==> src/rtl/cla_pipe_adder.sv <==
// Pipelined carry-lookahead adder/subtractor: one 4-bit lookahead group per stage, valid/ready flow control.
// Optional build macro CLA_PIPE_SAT_EN clamps the sum to the signed limits on overflow.
module cla_pipe_adder #(
    parameter  int WIDTH = 16,
    localparam int LAT   = WIDTH / 4
) (
    input  logic             clk,
    input  logic             rst,
    input  logic             in_valid,
    output logic             in_ready,
    input  logic [WIDTH-1:0] a,
    input  logic [WIDTH-1:0] b,
    input  logic             cin,
    input  logic             sub,
    output logic             out_valid,
    input  logic             out_ready,
    output logic [WIDTH-1:0] sum,
    output logic             cout,
    output logic             ovf
);

    logic [LAT-1:0]            v_q, v_d;
    logic [LAT-1:0]            c_q, c_d;
    logic [LAT-1:0][WIDTH-1:0] x_q, x_d;
    logic [LAT-1:0][WIDTH-1:0] y_q, y_d;
    logic [LAT-1:0][WIDTH-1:0] s_q, s_d;
    logic                      ovf_q, ovf_d;

    logic [LAT-1:0][WIDTH-1:0] x_in, y_in, s_in;
    logic [LAT-1:0]            c_in, v_in;
    logic [3:0]                gp, gg;
    logic [4:0]                gc;
    logic                      c_msb;
    logic                      advance;
    logic                      unused_pipe;

    assign advance   = ~v_q[LAT-1] | out_ready;
    assign in_ready  = advance;
    assign out_valid = v_q[LAT-1];
    assign sum       = s_q[LAT-1];
    assign cout      = c_q[LAT-1];
    assign ovf       = ovf_q;

    // Operand bits of groups already summed are dead in later stages.
    assign unused_pipe = ^{x_q, y_q};

    always_comb begin
        x_in    = '0;
        y_in    = '0;
        s_in    = '0;
        c_in    = '0;
        v_in    = '0;
        x_in[0] = a;
        y_in[0] = b ^ {WIDTH{sub}};
        c_in[0] = cin ^ sub;
        v_in[0] = in_valid;
        for (int k = 1; k < LAT; k++) begin
            x_in[k] = x_q[k-1];
            y_in[k] = y_q[k-1];
            s_in[k] = s_q[k-1];
            c_in[k] = c_q[k-1];
            v_in[k] = v_q[k-1];
        end

        x_d   = x_in;
        y_d   = y_in;
        s_d   = s_in;
        v_d   = v_in;
        c_d   = '0;
        gp    = '0;
        gg    = '0;
        gc    = '0;
        c_msb = 1'b0;
        for (int k = 0; k < LAT; k++) begin
            gp    = x_in[k][4*k +: 4] ^ y_in[k][4*k +: 4];
            gg    = x_in[k][4*k +: 4] & y_in[k][4*k +: 4];
            gc[0] = c_in[k];
            for (int j = 0; j < 4; j++) begin
                gc[j+1] = gg[j] | (gp[j] & gc[j]);
            end
            s_d[k][4*k +: 4] = gp ^ gc[3:0];
            c_d[k]           = gc[4];
            c_msb            = gc[3];  // last iteration leaves the carry into the MSB
        end
        ovf_d = c_msb ^ c_d[LAT-1];

`ifdef CLA_PIPE_SAT_EN
        // Operand a is never inverted, so its sign bit still travels in x.
        if (ovf_d) begin
            s_d[LAT-1] = x_in[LAT-1][WIDTH-1] ? {1'b1, {(WIDTH-1){1'b0}}}
                                              : {1'b0, {(WIDTH-1){1'b1}}};
        end
`endif
    end

    always_ff @(posedge clk or posedge rst) begin
        if (rst) begin
            v_q   <= '0;
            c_q   <= '0;
            x_q   <= '0;
            y_q   <= '0;
            s_q   <= '0;
            ovf_q <= 1'b0;
        end else if (advance) begin
            v_q   <= v_d;
            c_q   <= c_d;
            x_q   <= x_d;
            y_q   <= y_d;
            s_q   <= s_d;
            ovf_q <= ovf_d;
        end
    end

endmodule

==> config.mk <==
export PLATFORM = sky130hd
export DESIGN_NAME = cla_pipe_adder
export DESIGN_NICKNAME = d
export VERILOG_FILES = /design/src/rtl/cla_pipe_adder.sv
export SDC_FILE = /design/constraint.sdc
export NUM_CORES = 1
export LEC_CHECK = 0
export CAP_MARGIN = 20
export CORE_MARGIN = 5
export CORE_UTILIZATION = 53
export DETAILED_ROUTE_END_ITERATION = 8
export GPL_TIMING_DRIVEN = 0
export MAX_ROUTING_LAYER = met4
export PLACE_DENSITY_LB_ADDON = 0.25
export SYNTH_ARGS = -nofsm -noshare
export SYNTH_HDL_FRONTEND = slang
export SYNTH_SLANG_ARGS = --single-unit
export TNS_END_PERCENT = 100
==> constraint.sdc <==
create_clock -name clk -period 3.77 [get_ports clk]
set_input_delay 0.9425 -clock clk [delete_from_list [all_inputs] [get_ports clk]]
set_output_delay 0.9425 -clock clk [all_outputs]
set_load 0.03 [all_outputs]
==> flow_metrics.tcl <==
set metrics [dict create \
    status "finished clean" \
    min_path_cells 1 \
    rsz0062_at_grt "false" \
    antenna_found_initial 0 \
    cts.htree.levels 3 \
    worst-endpoint-required_ns 2.83 \
    num_antenna_cells 0 \
    filler_cell_count 581 \
    synth_nets 334 \
    fin_crit_sh_pct 94.2 \
    hold_path_end "v_q[3]" \
    final_hold_viol_count 0 \
    grt_overflow_total 0 \
    clock_tree.root_cell "sky130_fd_sc_hd__clkbuf_8" \
    total_power_mw 4.06 \
    reg2reg_depth 9 \
    cts.hold.buffers_added 0 \
    setup.worst_path.end_class "output pin" \
    synth.ff_latch_count 97 \
    synth.distinct_cells 16 \
    tritoncts "built" \
    setup_slack_ns 0.218 \
    ys_warn_count 0 \
    critical_path.max_fanout 10 \
    die_height_um 99.3 \
    grt_pass1_vias 2436 \
    port_buffers 56 \
    ir_drop_mv 0.360 \
    dpl.hpwl_um 5150 \
    chipWidth_um 99.3 \
    worst_hold_path_type "flop to flop" \
    maxSlewViolCount 0 \
    overall_global_routing_resource_usage_pct 16.2 \
    postSynthCellCount 280 \
    cts-buffers-inserted 9 \
    finalNetCount 402 \
    core_region_area_um2 7730 \
    syn2layout_area_growth_pct 21.2 \
    reg2reg_to "ovf" \
    timing.slew.headroom_pct 60.8 \
    firstDrtPassIters 4 \
    std_cell_rows 32 \
    gpl.final_weighted_congestion 0.755 \
    post_drt_wl_per_cell_um 15.7 \
    timing.critical_path.from_type "input port" \
    clock_tree.buffer_depth 2 \
    placement.setup.worst_slack_ns -0.0411 \
    rrSetupSlack_ns 1.45 \
    wire_length_of_the_first_global_routing_pass_um 12000 \
    final.setup_skew_ns 0.00869 \
    layout_cells_sized_above_1_pct 31.5 \
    totalWireLength_um 7140 \
    worst_slew_pin_slew_ns 0.589 \
    detailroute.via_count 2291 \
    start_util_pct 54.6 \
    worst-endpoint-arrival_ns 2.61 \
    crit_type "input port to output pin" \
    num_io_pins 58 \
    synthesis.area_per_instance_um2 15.1 \
    worstHoldStart "v_q[2]" \
    seq_area_frac_synth_pct 57.5 \
    clk_slew_on_worst_s_h_paths_ns 0.09 \
    cts.sink_count 97 \
    drt_iter0_markers 36 \
    reg2reg_from "x_d[60]" \
    report.final.setup_viol 0 \
    drc 0 \
    power.density_cell_area_nw_per_um2 794 \
    synth.cell_area_um2 4220 \
    max-cap-violations 0 \
    detail_route.vias_per_cell 5.05 \
    clkLatencyLatePin_ns 0.35 \
    p_leak_nw 2.23 \
    floorplan.die_area_um2 9850 \
    drt.antenna.violating_nets 0 \
    maxClockFrequency_mhz 282 \
    grt_start_max_net_pins 53 \
    fin_crit_ns 3.55 \
]
[cell usage in the layout (no fill, tap or decap), types with 4 or more instances in the layout]
cell type / instances
sky130_fd_sc_hd__a21oi_1: 10
sky130_fd_sc_hd__buf_2: 8
sky130_fd_sc_hd__buf_6: 4
sky130_fd_sc_hd__clkbuf_1: 4
sky130_fd_sc_hd__clkbuf_8: 9
sky130_fd_sc_hd__clkdlybuf4s50_1: 55
sky130_fd_sc_hd__dfrtp_1: 97
sky130_fd_sc_hd__fa_1: 16
sky130_fd_sc_hd__inv_1: 25
sky130_fd_sc_hd__mux2_2: 79
sky130_fd_sc_hd__mux2i_1: 4
sky130_fd_sc_hd__nor3b_1: 10
sky130_fd_sc_hd__xnor2_1: 7
sky130_fd_sc_hd__xor2_1: 11
[registers in the layout, summed over array words and instances (netlist names)]
name	count
sum	16
ovf	1
y_d	24
c_q	4
v_q	4
s_d	24
x_d	24
[critical path: stages]
cell	delay [ns]
sky130_fd_sc_hd__clkdlybuf4s50_1	0.48
sky130_fd_sc_hd__nand2b_4	0.14
sky130_fd_sc_hd__buf_6	0.12
sky130_fd_sc_hd__buf_6	0.15
sky130_fd_sc_hd__buf_6	0.19
sky130_fd_sc_hd__buf_6	0.16
sky130_fd_sc_hd__dlygate4sd2_1	0.42
[logic make-up (layout without fill, tap and decap cells)]
family | count (synthesis) | in the layout | share of synthesized area (%)
DFF | 97 | 97 | 57.5
muxes | 86 | 86 | 23.1
buffers and inverters | 41 | 113 | 4.68
xor gates and xnor gates | 18 | 18 | 3.73
adders and majority gates | 16 | 16 | 7.59
and+or+nand+nor | 12 | 12 | 2.25
AOI/OAI and AO/OA | 10 | 10 | 1.19
[routing by layer]
metal  global-route usage, %  part of all wire (%)  up-vias  routed length, um
li1                        -                     -     1060                  -
met1                    21.3                    45     1170               3190
met2                    24.7                    49       47               3500
met3                    3.30                   4.2       14                297
met4                    6.72                   2.1        0                151
met5                       -                     0        -                  0
[report_power, final]
group / switching (mW) / internal [mW] / total, mW / leakage (nW)
Clock: 0.327 / 0.301 / 0.628 / 0.0929
Sequential: 0.248 / 1.51 / 1.76 / 1.12
Combinational: 0.777 / 0.900 / 1.68 / 1.02
Total: 1.35 / 2.71 / 4.06 / 2.23
[synth_stat cells]
cell type / number / area share (%)
sky130_fd_sc_hd__dfrtp_1: 97 / 57
sky130_fd_sc_hd__a21oi_1: 10 / 1.2
sky130_fd_sc_hd__clkbuf_1: 2 / 0.18
sky130_fd_sc_hd__mux2_4: 3 / 1.1
sky130_fd_sc_hd__buf_4: 1 / 0.18
sky130_fd_sc_hd__fa_1: 16 / 7.6
sky130_fd_sc_hd__xnor2_1: 7 / 1.5
sky130_fd_sc_hd__nand2b_4: 1 / 0.33
sky130_fd_sc_hd__inv_1: 26 / 2.3
sky130_fd_sc_hd__mux2_2: 79 / 21
sky130_fd_sc_hd__nor3b_1: 10 / 1.8
sky130_fd_sc_hd__buf_2: 8 / 0.95
sky130_fd_sc_hd__mux2i_1: 4 / 0.95
sky130_fd_sc_hd__nand2b_1: 1 / 0.15
sky130_fd_sc_hd__buf_6: 4 / 1.1
sky130_fd_sc_hd__xor2_1: 11 / 2.3
[worst max-delay path by stage]
stage                         start        to  slack [ns]  depth (start not counted)
final                     out_ready  in_ready        0.22                          7
after global routing      out_ready  in_ready        0.15                          7
after CTS                 out_ready  in_ready        0.22                          7
after detailed placement  out_ready  in_ready       -0.04                          7
after global placement          rst   x_d[28]       -1.11                          2
after floorplan                 rst    c_q[0]        0.29                          1
[what timing repair did]
item,CTS,global route
setup buffers,0,0
endpoints found under the setup margin,1,0
resized for setup,1,0
[through the flow]
step	setup TNS [ns]	area (um2)	hold slack, ns	instances	utilization (%)
detailed placement	-0.0411	4940	0.479	439	63.9
global placement	-107.72	4910	0.454	438	63.6
CTS	0	5120	0.505	454	66.2
floorplan	0	4220	0.430	280	-
global route	0	5120	0.518	454	66.2
finish	0	5120	0.493	454	66.2
[final cells by class]
type	instances	area [um2]	area share [%]
clock inverter	4	45.0	0.880
timing repair buffer	57	587	11.5
tap	102	128	2.49
sequential	97	2430	47.4
inverter	26	100	1.96
clock buffer	11	131	2.57
multi-input combinational	142	1600	31.2
buffer	15	100	1.96
Note: power is estimated with default switching activity, not from simulation.
